$ cat src/rtl/slice_fill_arbiter_pkg.sv
`default_nettype none
// ============================================================================
// Module   : slice_fill_pkg
// Purpose  : Shared types and helpers for the slice fill arbiter.
//            - state_t      : arbiter FSM states (IDLE / BURST)
//            - word_t       : one array word at the default width
//            - slice_legal  : checks that a (base, len) slice fits the array
// Revision : 1.0 - initial release
// ============================================================================
package slice_fill_pkg;

  localparam int c_word_width = 11;

  typedef logic [c_word_width-1:0] word_t;

  typedef enum logic [0:0] {
    IDLE  = 1'b0,
    BURST = 1'b1
  } state_t;

  // Callers zero-extend the IW-bit config fields into 32 bits. The sum of
  // two IW-bit values needs at most IW+1 bits, so it can never wrap here.
  function automatic logic slice_legal(input int unsigned base,
                                       input int unsigned len,
                                       input int unsigned depth);
    return (len != 0) && ((base + len) <= depth);
  endfunction

endpackage
`default_nettype wire

$ cat src/rtl/slice_fill_arbiter_if.sv
`default_nettype none
// ============================================================================
// Module   : slice_fill_arbiter_if
// Purpose  : Requester-side handshake bundle of the slice fill arbiter.
//            req_valid [REQS]         requester offers a word
//            req_data  [REQS][WIDTH]  offered word per requester
//            req_ready [REQS]         one-hot or zero accept
//            master : producer side, slave : arbiter side
// Revision : 1.0 - initial release
// ============================================================================
interface slice_fill_arbiter_if #(
  parameter int WIDTH = 11,
  parameter int REQS  = 4
);

  logic [REQS-1:0]            req_valid;
  logic [REQS-1:0][WIDTH-1:0] req_data;
  logic [REQS-1:0]            req_ready;

  modport master (output req_valid, output req_data, input  req_ready);
  modport slave  (input  req_valid, input  req_data, output req_ready);

endinterface
`default_nettype wire

$ cat src/rtl/slice_fill_arbiter_rr_pick.sv
`default_nettype none
// ============================================================================
// Module   : rr_pick
// Purpose  : Round-robin first-set finder. Scans i_elig starting at i_rr,
//            wrapping modulo N, and returns the first set position.
//            i_elig  [N]  eligible mask
//            i_rr    [W]  scan start index
//            o_idx   [W]  first eligible index found (0 when none)
//            o_found      any eligible bit set
// Revision : 1.0 - initial release
// ============================================================================
module rr_pick #(
  parameter int N = 4,
  parameter int W = (N > 1) ? $clog2(N) : 1
) (
  input  logic [N-1:0] i_elig,
  input  logic [W-1:0] i_rr,
  output logic [W-1:0] o_idx,
  output logic         o_found
);

  int w_pos;

  always_comb begin
    o_idx   = '0;
    o_found = 1'b0;
    w_pos   = 0;
    for (int k = 0; k < N; k++) begin
      w_pos = int'(i_rr) + k;
      if (w_pos >= N) w_pos = w_pos - N;
      if (!o_found && i_elig[w_pos]) begin
        o_found = 1'b1;
        o_idx   = W'(w_pos);
      end
    end
  end

endmodule
`default_nettype wire

$ cat src/rtl/slice_fill_arbiter.sv
`default_nettype none
// ============================================================================
// Module   : slice_fill_arbiter
// Purpose  : Shares one write path into a registered word array among REQS
//            requesters. Each requester owns a runtime slice (base, len);
//            a granted requester streams exactly len words into its slice,
//            then arbitration moves on round-robin.
// Ports    : clock, reset          rising-edge clock, sync active-high reset
//            cfg_base/cfg_len     per-requester slice start and word count
//            bus (slave)          req_valid / req_data / req_ready
//            mem                  registered array contents
//            done                 slice fully written since last burst start
//            cfg_err              sticky: requested with an illegal slice
//            busy                 high while a burst is in progress
// Revision : 1.0 - initial release
// ============================================================================
module slice_fill_arbiter
  import slice_fill_pkg::*;
#(
  parameter int WIDTH = 11,
  parameter int DEPTH = 10,
  parameter int REQS  = 4,
  parameter int IW    = $clog2(DEPTH + 1)
) (
  input  logic                      clock,
  input  logic                      reset,
  input  logic [REQS-1:0][IW-1:0]   cfg_base,
  input  logic [REQS-1:0][IW-1:0]   cfg_len,
  slice_fill_arbiter_if.slave       bus,
  output logic [WIDTH-1:0]          mem [DEPTH],
  output logic [REQS-1:0]           done,
  output logic [REQS-1:0]           cfg_err,
  output logic                      busy
);

  localparam int c_rw = (REQS > 1) ? $clog2(REQS) : 1;

  state_t            r_state;
  state_t            w_state_n;
  logic [c_rw-1:0]   r_rr;
  logic [c_rw-1:0]   r_g;
  logic [IW-1:0]     r_base;
  logic [IW-1:0]     r_len;
  logic [IW-1:0]     r_off;
  logic [REQS-1:0]   r_done;
  logic [REQS-1:0]   r_err;
  logic [WIDTH-1:0]  r_mem [DEPTH];

  logic [REQS-1:0]   w_legal;
  logic [REQS-1:0]   w_elig;
  logic [REQS-1:0]   w_bad;
  logic [c_rw-1:0]   w_pick;
  logic              w_found;
  logic              w_grant;
  logic              w_hs;
  logic              w_last;
  logic [IW-1:0]     w_addr;

  for (genvar i = 0; i < REQS; i++) begin : g_req
    assign w_legal[i] = slice_legal(32'(cfg_base[i]), 32'(cfg_len[i]), 32'(DEPTH));
    // Ready depends only on the state register, never on req_valid.
    assign bus.req_ready[i] = (r_state == BURST) && (r_g == c_rw'(i));
  end

  assign w_elig = bus.req_valid & w_legal;
  assign w_bad  = bus.req_valid & ~w_legal;

  rr_pick #(.N(REQS), .W(c_rw)) u_pick (
    .i_elig  (w_elig),
    .i_rr    (r_rr),
    .o_idx   (w_pick),
    .o_found (w_found)
  );

  // A legal slice guarantees base + offset < DEPTH, so IW bits suffice.
  assign w_addr = r_base + r_off;

  always_ff @(posedge clock) begin
    if (reset) r_state <= IDLE;
    else       r_state <= w_state_n;
  end

  always_comb begin
    w_state_n = r_state;
    w_grant   = 1'b0;
    w_hs      = 1'b0;
    w_last    = 1'b0;
    case (r_state)
      IDLE: begin
        if (w_found) begin
          w_grant   = 1'b1;
          w_state_n = BURST;
        end
      end
      BURST: begin
        w_hs   = bus.req_valid[r_g];
        w_last = w_hs && (r_off == r_len - IW'(1));
        if (w_last) w_state_n = IDLE;
      end
      default: w_state_n = IDLE;
    endcase
  end

  always_ff @(posedge clock) begin
    if (reset) begin
      r_rr   <= '0;
      r_g    <= '0;
      r_base <= '0;
      r_len  <= '0;
      r_off  <= '0;
      r_done <= '0;
      r_err  <= '0;
    end else begin
      if (r_state == IDLE) r_err <= r_err | w_bad;
      if (w_grant) begin
        // Slice is latched here; later cfg changes only affect the next burst.
        r_g            <= w_pick;
        r_base         <= cfg_base[w_pick];
        r_len          <= cfg_len[w_pick];
        r_off          <= '0;
        r_done[w_pick] <= 1'b0;
      end
      if (w_hs) r_off <= r_off + IW'(1);
      if (w_last) begin
        r_done[r_g] <= 1'b1;
        r_rr        <= (r_g == c_rw'(REQS - 1)) ? '0 : r_g + c_rw'(1);
      end
    end
  end

  always_ff @(posedge clock) begin
    for (int j = 0; j < DEPTH; j++) begin
      if (reset) begin
        r_mem[j] <= '0;
      end else if (w_hs && (w_addr == IW'(j))) begin
        r_mem[j] <= bus.req_data[r_g];
      end
    end
  end

  for (genvar j = 0; j < DEPTH; j++) begin : g_mem_out
    assign mem[j] = r_mem[j];
  end

  assign done    = r_done;
  assign cfg_err = r_err;
  assign busy    = (r_state == BURST);

endmodule
`default_nettype wire

$ cat src/flat_wrapper.sv
// flat-port wrapper written by rule: the top's interface ports become plain ports
module slice_fill_arbiter_flat import slice_fill_pkg::*;
#(
  parameter int WIDTH = 11,
  parameter int DEPTH = 10,
  parameter int REQS  = 4,
  parameter int IW    = $clog2(DEPTH + 1)
)
  (clock, reset, cfg_base, cfg_len, mem, done, cfg_err, busy, bus_req_valid, bus_req_data, bus_req_ready);
  slice_fill_arbiter_if #(.WIDTH(WIDTH), .REQS(REQS)) bus_i ();
  input  logic clock;
  input  logic reset;
  input  logic [REQS-1:0][IW-1:0] cfg_base;
  input  logic [REQS-1:0][IW-1:0] cfg_len;
  output logic [WIDTH-1:0] mem[DEPTH];
  output logic [REQS-1:0] done;
  output logic [REQS-1:0] cfg_err;
  output logic busy;
  input wire logic [$bits(bus_i.req_valid)-1:0] bus_req_valid;
  input wire logic [$bits(bus_i.req_data)-1:0] bus_req_data;
  output wire logic [$bits(bus_i.req_ready)-1:0] bus_req_ready;
  assign bus_i.req_valid = bus_req_valid;
  assign bus_i.req_data = bus_req_data;
  assign bus_req_ready = bus_i.req_ready;
  slice_fill_arbiter #(.WIDTH(WIDTH), .DEPTH(DEPTH), .REQS(REQS), .IW(IW)) u_core (.clock(clock), .reset(reset), .cfg_base(cfg_base), .cfg_len(cfg_len), .bus(bus_i), .mem(mem), .done(done), .cfg_err(cfg_err), .busy(busy));
endmodule
$ cat config.mk
export PLATFORM = sky130hd
export DESIGN_NAME = slice_fill_arbiter_flat
export DESIGN_NICKNAME = d
export VERILOG_FILES = /design/src/rtl/slice_fill_arbiter_pkg.sv /design/src/rtl/slice_fill_arbiter_if.sv /design/src/rtl/slice_fill_arbiter_rr_pick.sv /design/src/rtl/slice_fill_arbiter.sv /design/src/flat_wrapper.sv
export SDC_FILE = /design/constraint.sdc
export NUM_CORES = 1
export LEC_CHECK = 0
export CAP_MARGIN = 20
export CORE_MARGIN = 1.5
export CORE_UTILIZATION = 45
export CTS_BUF_LIST = sky130_fd_sc_hd__clkbuf_16
export DETAILED_ROUTE_END_ITERATION = 7
export DONT_BUFFER_PORTS = 1
export PLACE_DENSITY = 0.61
export SYNTH_ARGS = -nofsm -noshare
export SYNTH_HDL_FRONTEND = slang
export SYNTH_SLANG_ARGS = --single-unit
$ cat constraint.sdc
create_clock -name clock -period 2.9 [get_ports clock]
set_clock_uncertainty 0.2 [all_clocks]
set_input_delay 0.29 -clock clock [delete_from_list [all_inputs] [get_ports clock]]
set_output_delay 0.29 -clock clock [all_outputs]
set_load 0.01 [all_outputs]
### Word level (Yosys, flattened, before mapping)

Memory sizes are Yosys's and may differ from the RTL's.
Index checks and enable logic that the tools add are counted.
Widths: inputs -> output; s select.

* register bits: 25
* memory bits (writable): 110
* input bits: 82
* output and inout port bits: 123
* word-level logic and storage cells: 195
* memories: 1

* add/subtract/negate cells: 15
* $lt $le $gt $ge: 16
* equal/unequal tests: 13
* multiplexer cells: 90
* bitwise logic cells: 18
* reduce and logical (&&, ||, !) cells: 34

Memories
* u_core.r_mem: depth 10, bits a word 11, rd ports 10, clocked after Yosys merged registers in 0, wr ports 10, line slice_fill_arbiter.sv:47 `logic [WIDTH-1:0] r_mem [DEPTH];`

Operators by type and width (number)
* $le 32x4->1 const B: 4
* $lt 32x4->1 const B: 4
* $mux 32: 4
* $mux 11: 11
* $mux 1: 52
* $mux 4: 7
* $logic_and 1x1->1: 24
* $bmux 11 s2: 1
* $add 4x4->5: 4
* $bmux 4 s2: 2
* $eq 4x3->1 const B: 4
* $reduce_bool 4->1: 4
* $and 4x4->4: 3
* $sub 3x3->4 const B: 3
* $bmux 1 s2: 5
* $mux 2: 5
* $or 1x1->1: 10
* $ge 3x3->1 const B: 3
* $eq 4x2->1 const B: 2
* $eq 4x4->1 const B: 2
* $not 4->4: 2
* $or 4x4->4: 2
* $add 2x2->3 const B: 2
* $lt 2x3->1 const B: 2
* 19 further kinds: 24

### Longest topological paths before layout

Gate-level depths: netlist (run 1).

* depth in word-level cells: 27
* mapped depth: 13
* gate-level depth less buffers: 11

### Hierarchy

From an unflattened synthesis (run 1), not the netlist that was laid out.

* cells, all modules: 546
* area total of the unflattened synthesis: 6735.2 µm²

Modules (own cells, without submodules)
* slice_fill_arbiter: instances 1, cells each 531, area each 6657.6 µm², seq. area each 3803.6 µm²
* rr_pick: instances 1, cells each 15, area each 77.6 µm², seq. area each 0.0 µm²

### Worst setup path before layout (run 1)

No wires, ideal clock.

* path kind: input to register
* start point: input port cfg_base[0] (netlist name)
* end point: register u_core.r_base[0]
* setup time: 135 ps
* data arrival time: 2502 ps
* data required time: 2565 ps
* path slack: 64 ps
* stages: 11
* buffers on the path: 2
* cells stage by stage: ha_1 > fa_1 > and3b_2 > o21ai_0 > a311oi_4 > a21oi_1 > o221a_1 > buf_6 > buf_12 > mux2i_1 > o221ai_1

* longest elaborated chain between the ends: 19
* elaborated cells between the ends (all ways): 34
* classes of those cells: add/sub: 1; order compare: 1; mux: 24; bitwise: 1; reduce/logical: 7

Ends and longest elaborated chain
* start, declared: line flat_wrapper.sv:13 `input logic [REQS-1:0][IW-1:0] cfg_base;`
* $add 4x4->5: line slice_fill_arbiter_pkg.sv:26 `return (len != 0) && ((base + len) <= depth);`
* $le 32x4->1: line slice_fill_arbiter_pkg.sv:26
* $logic_and 1x1->1: line slice_fill_arbiter_pkg.sv:26
* $and 4x4->4: line slice_fill_arbiter.sv:65 `assign w_elig = bus.req_valid & w_legal;`
* $bmux 1 s2: line slice_fill_arbiter_rr_pick.sv:31 `if (!o_found && i_elig[w_pos]) begin`
* $mux 1 (implied by the code) (2 in a row): line slice_fill_arbiter_rr_pick.sv:31
* $mux 1: line slice_fill_arbiter_rr_pick.sv:31
* $logic_not 1->1: line slice_fill_arbiter_rr_pick.sv:31
* [... 2 more ...]
* $logic_not 1->1: line slice_fill_arbiter_rr_pick.sv:31
* $logic_and 1x1->1: line slice_fill_arbiter_rr_pick.sv:31
* $mux 1: line slice_fill_arbiter_rr_pick.sv:31
* $logic_not 1->1: line slice_fill_arbiter_rr_pick.sv:31
* $logic_and 1x1->1: line slice_fill_arbiter_rr_pick.sv:31
* $mux 2 / $mux 1 (equally long branches): line slice_fill_arbiter_rr_pick.sv:31
* $bmux 4 s2 / $mux 1 (equally long branches): line slice_fill_arbiter.sv:118, slice_fill_arbiter.sv:90
* $mux 4 (implied by the code) / $mux 1 (equally long branches): line slice_fill_arbiter.sv:118, slice_fill_arbiter.sv:88
* end signal, assigned: line slice_fill_arbiter.sv:118 `r_base <= cfg_base[w_pick];`
* end, declared: line slice_fill_arbiter.sv:42 `logic [IW-1:0] r_base;`

Parallel ways exist; a longest one is shown, timed or not. The select of a mux whose other input is x is not followed.
A chain may end at the register's enable or synchronous reset.

### Worst setup path in the final report (run 1)

* start point: input port cfg_base[0] (netlist name)
* end point: register u_core.r_base[3]

* longest elaborated chain between the ends: 19
* elaborated cells between the ends (all ways): 34
* classes of those cells: add/sub: 1; order compare: 1; mux: 24; bitwise: 1; reduce/logical: 7

Ends and longest elaborated chain (line)
* $add 4x4->5 *: slice_fill_arbiter_pkg.sv:26
* $le 32x4->1 *: slice_fill_arbiter_pkg.sv:26
* $logic_and 1x1->1 *: slice_fill_arbiter_pkg.sv:26
* $and 4x4->4 *: slice_fill_arbiter.sv:65
* $bmux 1 s2: slice_fill_arbiter_rr_pick.sv:31
* $mux 1 (implied by the code) (2 in a row): slice_fill_arbiter_rr_pick.sv:31
* $mux 1: slice_fill_arbiter_rr_pick.sv:31
* $logic_not 1->1: slice_fill_arbiter_rr_pick.sv:31
* [... 2 more ...]
* $logic_not 1->1: slice_fill_arbiter_rr_pick.sv:31
* $logic_and 1x1->1: slice_fill_arbiter_rr_pick.sv:31
* $mux 1: slice_fill_arbiter_rr_pick.sv:31
* $logic_not 1->1: slice_fill_arbiter_rr_pick.sv:31
* $logic_and 1x1->1: slice_fill_arbiter_rr_pick.sv:31
* $mux 2 / $mux 1 (equally long branches): slice_fill_arbiter_rr_pick.sv:31
* $bmux 4 s2 / $mux 1 (equally long branches): slice_fill_arbiter.sv:118, slice_fill_arbiter.sv:90
* $mux 4 (implied by the code) / $mux 1 (equally long branches): slice_fill_arbiter.sv:118, slice_fill_arbiter.sv:88

Every way passes the cells marked *; elsewhere a longest branch is shown, timed or not. The select of a mux whose other input is x is not followed.

==> flow_summary_export.csv, run 1 <==
group,metric,value,unit
critical_path,crit_slowest_cell,"sky130_fd_sc_hd__fa_1",
sta,setup_repair_after_global_routing_missed_its_margin,"true",
logic_synthesis,async_reset_ff_frac,0,
clock_network,clockRootBuffer,"sky130_fd_sc_hd__clkbuf_16",
critical_path,cp_num_buf_inv,1,
clock_network,tritoncts_clock_tree,"done",
clock_network,clock_tree.buffer_depth,2,
outcome,outcome,"completed",
logic_synthesis,synth.area.mux_share,0.0712,
sta,hold_viol,0,
min_path,worst_hold_path.endpoint,"u_core.r_len[1]$_SDFFE_PP0N_",
global_route,antenna_found_initial,0,
logic_synthesis,synth.yosys.seq_area_share,0.582,
sta,min_period_over_period,0.946,
critical_path,worstPathMaxFanout,17,
floorplanning,initial_core_util,0.466,
logic_synthesis,yosysWarnings,0,
critical_path,worst_setup_path_start_kind,"primary input",
global_route,wire_length_of_the_first_global_routing_pass,26.7,mm
critical_path,reg2reg_from,"u_core.r_off[0]$_SDFFE_PP0P_",
critical_path,r2r_cells,7,
sta,final.min_clock_period,2740,ps
run,maxCapViolations,0,
critical_path,r2r_end,"u_core.r_mem[0][17]$_SDFFCE_PN0P_",
min_path,timing.hold.worst.start,"cfg_len[13]",
clock_network,ctsHtreeMaxLevel,4,
global_route,grt.total_usage,0.236,
logic_synthesis,synth_edf_count,110,
sta,worst_pin_slew,792,ps
min_path,hold_depth,4,
logic_synthesis,share_of_the_synthesized_netlist_area_taken_by_xor_and_xnor_gates,0.0134,
global_route,vias_in_the_first_global_route,4831,
logic_synthesis,synth_compound_gate_area_share,0.0909,
clock_network,worst_setup_hold_path_clk_slew,60,ps
placement,placed_cells_incl_taps,761,
route,detail_route.drc_violations,0,
critical_path,cp_cell_sequence,"ha_1 -> fa_1 -> and3b_2 -> o21ai_0 -> a311oi_4 -> mux2i_1 -> o221a_1 -> buf_12 -> mux2i_1 -> o221ai_1",
power,post-layout-total-power,0.00544,W
logic_synthesis,synth_nets,691,
logic_synthesis,synthesis.area_per_instance,11.3,sq um
placement,place.gp.congestion,0.856,
logic_synthesis,synth.ff_latch_count,135,
critical_path,critical_path.max_stage_delay,410,ps
clock_network,clock-sinks,135,
sta,tns,0,ps
critical_path,critical_path_arrival,2810,ps
logic_synthesis,post_synth_and_or_nand_nor_area_fraction,0.151,
route,dr.first_iter.drc_count,399,
sta,slew_headroom,0.470,
placement,io_buffer_count,0,
logic_synthesis,synth_area_leaders,"sky130_fd_sc_hd__edfxtp_1 (51%), sky130_fd_sc_hd__dfxtp_1 (7.7%), sky130_fd_sc_hd__nor2_1 (7.6%)",
cells_and_area,final_nets,748,
power,ir_worst_vdd,0.489,mV
clock_network,clkLatencyLatePin,400,ps
logic_synthesis,synth_cells,579,
critical_path,crit_family,"compound AO/OA/AOI/OAI gates",
critical_path,critPathKind,"primary input to flip-flop",
route,post_route_wl,17.3,mm
cells_and_area,mostFrequentLayoutCells,"sky130_fd_sc_hd__nor2_1 (132), sky130_fd_sc_hd__edfxtp_1 (110), sky130_fd_sc_hd__nand2_1 (49), sky130_fd_sc_hd__dlygate4sd3_1 (36), sky130_fd_sc_hd__mux2i_1 (33)",
logic_synthesis,netlist.top_cell.by_area,"sky130_fd_sc_hd__edfxtp_1",
cells_and_area,syn2layout_area_growth,19.5,%
logic_synthesis,most_used_flip_flop_cell_after_synthesis,"sky130_fd_sc_hd__edfxtp_1",
floorplanning,ios,205,
global_route,grt_remaining_overflow,0,
route,drt-wirelength-per-cell,20.8,um
placement,dp.final_hpwl,12.4,mm
critical_path,timing.critical_path.required,2970,ps
route,drt_pre_antenna_iters,5,
floorplanning,die-area,15300,sq um
sta,timing_max_transition_violations_final,0,
sta,fmax,365,MHz
clock_network,cts_buffers,17,
power,power_density,696,nW/um^2
route,route.antenna.remaining_nets,0,
cells_and_area,mostFrequentLayoutCell,"sky130_fd_sc_hd__nor2_1",
placement,preCtsSetupSlack,-147,ps
logic_synthesis,post_synthesis_adder_cell_area_fraction,0.0631,
critical_path,most_frequent_cell_on_the_critical_path,"sky130_fd_sc_hd__mux2i_1",
floorplanning,core_region_area,14000,sq um
critical_path,timing.critical_path.to_type,"flip-flop",
cells_and_area,antenna_diode_count,0,
cells_and_area,fillerInstances,1187,
route,detail_route.vias_per_cell,5.68,
floorplanning,rows,43,
sta,timing.final.ws_setup,158,ps
min_path,timing.hold.worst.class,"primary input to flip-flop",
cells_and_area,drive_gt1_frac,0.114,
floorplanning,floorplan.die.height,124,um
logic_synthesis,synth.distinct_cells,54,
logic_synthesis,synth_area,6540,sq um
logic_synthesis,area_share_of_the_largest_cell_type_after_synthesis,0.505,
sta,finalSetupViolations,0,
cells_and_area,layout.core_utilization,0.556,
power,cell_leakage_power,3.11,nW
floorplanning,fp.dieW,124,um
logic_synthesis,main_combinational_cell_family_by_area_after_synthesis,"simple AND/OR/NAND/NOR gates",
critical_path,rrSetupSlack,180,ps
cells_and_area,layout.cells.non_filler,829,
global_route,grt_start_max_net_pins,27,
route,detailroute.via_count,4710,
-- synthesized netlist by cell type, drive strengths merged, types with 9 or more instances --
library cell,number
a21o,15
a21oi,19
buf,9
clkbuf,15
dfxtp,25
edfxtp,110
ha,25
inv,16
mux2,12
mux2i,33
nand2,49
nor2,133
o21ai,26
-- repair_timing --
item,4_1_cts,5_1_grt
hold buffers,36,0
gates resized for setup,0,0
endpoints found under the hold margin,25,0
setup endpoints to repair,0,50
buffers inserted,0,0
-- report_power, final --
part / switching, W / total [W] / leakage (nW) / internal, W
clock: 0.000822 / 0.00218 / 0.302 / 0.00136
sequential: 0.000133 / 0.00237 / 1.34 / 0.00223
combinational: 0.000535 / 0.000893 / 1.46 / 0.000358
total: 0.00149 / 0.00544 / 3.11 / 0.00395
-- how the worst max path moves through the flow --
stage / start / endpoint / slack (ps) / cells past startpoint
after CTS: u_core.r_off[0]$_SDFFE_PP0P_ / u_core.r_mem[2][21]$_SDFFCE_PN0P_ / 200 / 7
after floorplan: cfg_base[0] / u_core.r_base[0]$_SDFFE_PP0N_ / 60 / 11
after global routing: u_core.r_off[0]$_SDFFE_PP0P_ / u_core.r_mem[2][21]$_SDFFCE_PN0P_ / -90 / 7
after detailed placement: cfg_base[0] / u_core.r_len[3]$_SDFFE_PP0N_ / -150 / 10
after global placement: cfg_base[0] / u_core.r_len[2]$_SDFFE_PP0N_ / -20 / 10
final: cfg_base[0] / u_core.r_base[3]$_SDFFE_PP0N_ / 160 / 10
-- sequential cells by signal, summed over array words and instances (netlist names) --
signal and flops:
u_core.r_base 4, u_core.busy 1, u_core.r_g 2, u_core.r_rr 2
u_core.r_off 4, u_core.done 4, u_core.r_mem 110, u_core.r_len 4
u_core.cfg_err 4
-- per-stage QoR --
step           area [sq um]  hold WS [ps]
2_1_floorplan          6540           252
3_3_place_gp           6850           177
3_5_place_dp           6850           179
4_1_cts                7810          15.2
5_1_grt                7810          80.8
6_report               7810          63.7
-- worst min-delay path, stage by stage --
cell	delay, ps
sky130_fd_sc_hd__inv_1	50
sky130_fd_sc_hd__nand2_1	70
sky130_fd_sc_hd__o21ai_1	70
sky130_fd_sc_hd__o221ai_1	150
-- layout make-up --
cell class	instances	area, sq um	area share
clock buffers	17	425	0.0544
clock inverters	15	178	0.0227
inverters	17	63.8	0.00817
multi-input cells	403	2550	0.326
flip-flops and latches	135	3800	0.487
well taps	180	225	0.0288
repair buffers	62	568	0.0727
-- kinds of logic (layout without fill, tap and decap cells) --
kind of cell,Yosys count,count (layout)
mux,45,45
buf+inv,41,111
simple gates,229,229
flops,135,135
fa+ha+maj,30,30
xor+xnor,10,10
compound gates,89,89
-- metal layers --
layer	wire, um	track usage
met5	0	0
met4	397	0.0884
met3	1370	0.0678
met2	8550	0.397
met1	6960	0.289
Note: power is estimated with default switching activity, not from simulation.
==> inputs of run 2 (changes only) <==
--- a/config.mk
+++ b/config.mk
@@ -11,7 +11,7 @@
 export CTS_BUF_LIST = sky130_fd_sc_hd__clkbuf_16
 export DETAILED_ROUTE_END_ITERATION = 7
 export DONT_BUFFER_PORTS = 1
-export PLACE_DENSITY = 0.61
+export PLACE_DENSITY = 0.59
 export SYNTH_ARGS = -nofsm -noshare
 export SYNTH_HDL_FRONTEND = slang
 export SYNTH_SLANG_ARGS = --single-unit
==> constraint.sdc (replaced) <==
create_clock -name clock -period 3.45 [get_ports clock]
set_clock_uncertainty 0.2 [all_clocks]
set_input_delay 0.345 -clock clock [delete_from_list [all_inputs] [get_ports clock]]
set_output_delay 0.345 -clock clock [all_outputs]
set_load 0.01 [all_outputs]
==> flow_summary_export.csv, run 2 (synthesized netlist as in run 1, its figures left out) <==
group,metric,value,unit
clock_network,clkLatencyLatePin,410,ps
sta,hold_viol,0,
sta,finalSetupViolations,0,
global_route,grt_start_max_net_pins,26,
clock_network,worst_setup_hold_path_clk_slew,60,ps
floorplanning,die-area,15300,sq um
floorplanning,floorplan.die.height,124,um
global_route,vias_in_the_first_global_route,4655,
sta,setup_repair_after_global_routing_missed_its_margin,"false",
route,drt-wirelength-per-cell,21.6,um
placement,place.gp.congestion,0.833,
floorplanning,core_region_area,14000,sq um
sta,final.min_clock_period,3340,ps
placement,placement.cell_area,6740,sq um
route,detail_route.drc_violations,0,
power,power_density,577,nW/um^2
cells_and_area,antenna_diode_count,0,
placement,dp.final_hpwl,12.6,mm
cells_and_area,largest_register_ffs,110,
route,drt_pre_antenna_iters,5,
global_route,grt_remaining_overflow,0,
floorplanning,ios,205,
outcome,outcome,"completed",
sta,slew_headroom,0.495,
sta,worst_pin_slew,748,ps
cells_and_area,final_nets,732,
clock_network,clock_tree.buffer_depth,2,
critical_path,timing.critical_path.to_type,"flip-flop",
power,ir_worst_vdd,0.357,mV
sta,min_period_over_period,0.968,
clock_network,tritoncts_clock_tree,"done",
global_route,grt.total_usage,0.236,
min_path,timing.hold.worst.class,"primary input to flip-flop",
power,p_int,0.00311,W
cells_and_area,mostFrequentLayoutCell,"sky130_fd_sc_hd__nor2_1",
floorplanning,fp.dieW,124,um
power,power.share.sequential,0.452,
clock_network,cts_buffers,17,
floorplanning,rows,43,
cells_and_area,syn2layout_area_growth,16.9,%
placement,preCtsSetupSlack,142,ps
global_route,antenna_found_initial,0,
cells_and_area,fillerInstances,1193,
global_route,wire_length_of_the_first_global_routing_pass,26.3,mm
sta,timing_max_transition_violations_final,0,
cells_and_area,mostFrequentLayoutCells,"sky130_fd_sc_hd__nor2_1 (132), sky130_fd_sc_hd__edfxtp_1 (110), sky130_fd_sc_hd__nand2_1 (48), sky130_fd_sc_hd__mux2i_1 (33), sky130_fd_sc_hd__dlygate4sd3_1 (33)",
route,post_route_wl,17.6,mm
route,dr.first_iter.drc_count,305,
run,maxCapViolations,0,
sta,fmax,299,MHz
critical_path,worstPathMaxFanout,17,
critical_path,critical_path_arrival,3440,ps
critical_path,worst_setup_path_start_kind,"primary input",
route,route.antenna.remaining_nets,0,
cells_and_area,top_register,"u_core.r_mem",
critical_path,timing.critical_path.required,3550,ps
power,p_clk_frac,0.385,
sta,timing.final.ws_setup,109,ps
critical_path,critPathKind,"primary input to flip-flop",
power,cell_leakage_power,2.99,nW
route,detail_route.vias_per_cell,5.77,
route,detailroute.via_count,4690,
floorplanning,initial_core_util,0.466,
clock_network,ctsHtreeMaxLevel,4,
placement,io_buffer_count,0,
clock_network,clock-sinks,135,
cells_and_area,drive_gt1_frac,0.106,
power,total_switching_power,0.00131,W
cells_and_area,final_design_instance_area_without_fill,7640,sq um
power,power_frac_comb,0.163,
power,switching_share,0.296,
clock_network,clockRootBuffer,"sky130_fd_sc_hd__clkbuf_16",
sta,tns,0,ps
clock_network,postCtsSetupRepairBufs,0,
[run 2: changes by cell type in the layout (fill, tap and decap cells not counted), moves of 2 or more]
cell                            previous run  this run
sky130_fd_sc_hd__dlygate4sd3_1            36        33
sky130_fd_sc_hd__clkinv_1                  3         1
sky130_fd_sc_hd__buf_4                    25        13
sky130_fd_sc_hd__clkinvlp_4                0         5
sky130_fd_sc_hd__bufinv_16                 3         0
sky130_fd_sc_hd__inv_8                     1         3
sky130_fd_sc_hd__inv_1                    18        16
[run 2: stage by stage]
| stage | power (W) | util | std cells | hold WS [ps] |
|---|---|---|---|---|
| floorplan | 0.00248 | - | 579 | 253 |
| global placement | 0.00266 | 0.480 | 748 | 226 |
| detailed placement | 0.00269 | 0.480 | 748 | 227 |
| CTS | 0.00443 | 0.544 | 813 | 0.264 |
| global route | 0.00460 | 0.544 | 813 | 20.7 |
| finish | 0.00441 | 0.544 | 813 | 17.5 |
[run 2: area by class of cell]
class	count	area, sq um	share of cell area
Clock inverter	15	140	0.0183
Inverter	17	63.8	0.00835
Sequential cell	135	3800	0.498
Timing Repair Buffer	46	428	0.0560
Tap cell	180	225	0.0295
Clock buffer	17	425	0.0556
Multi-Input combinational cell	403	2560	0.335
[run 2: power groups by stage]
stage / registers (W) / logic (W) / clock network, W
floorplan: 0.00199 / 0.000486 / 0
global placement: 0.00203 / 0.000632 / 0
detailed placement: 0.00203 / 0.000656 / 0
CTS: 0.00200 / 0.000715 / 0.00172
global route: 0.00200 / 0.000791 / 0.00180
finish: 0.00199 / 0.000719 / 0.00170
[run 2: worst paths after layout]
path	from	endpoint	slack, ps	cells past startpoint
max	cfg_base[0]	u_core.r_len[1]$_SDFFE_PP0N_	110	11
min	reset	u_core.r_base[0]$_SDFFE_PP0N_	20	2
min reg2reg	u_core.r_off[3]$_SDFFE_PP0P_	u_core.r_off[3]$_SDFFE_PP0P_	350	2
max reg2reg	u_core.r_off[0]$_SDFFE_PP0P_	u_core.r_mem[3][12]$_SDFFCE_PN0P_	660	5
[run 2: worst max-delay path, cell delays in order]
cell and delay (ps):
sky130_fd_sc_hd__ha_1 200, sky130_fd_sc_hd__fa_1 410, sky130_fd_sc_hd__and3b_2 230, sky130_fd_sc_hd__o21ai_0 330, sky130_fd_sc_hd__a311oi_4 190, sky130_fd_sc_hd__a21oi_1 190
sky130_fd_sc_hd__o221a_1 240, sky130_fd_sc_hd__buf_4 300, sky130_fd_sc_hd__mux2i_1 290, sky130_fd_sc_hd__o221ai_1 140, sky130_fd_sc_hd__dlygate4sd3_1 570
[run 2: routing by layer]
metal | global-route usage | wire, um
met1 | 0.289 | 7340
met2 | 0.386 | 8510
met3 | 0.0872 | 1470
met4 | 0.0797 | 280
met5 | 0 | 0
[run 2: what timing repair did]
item	in CTS	in global routing
endpoints found under the setup margin	0	1
hold endpoints to repair	25	0
gates resized for setup	0	2
hold buffers	33	0
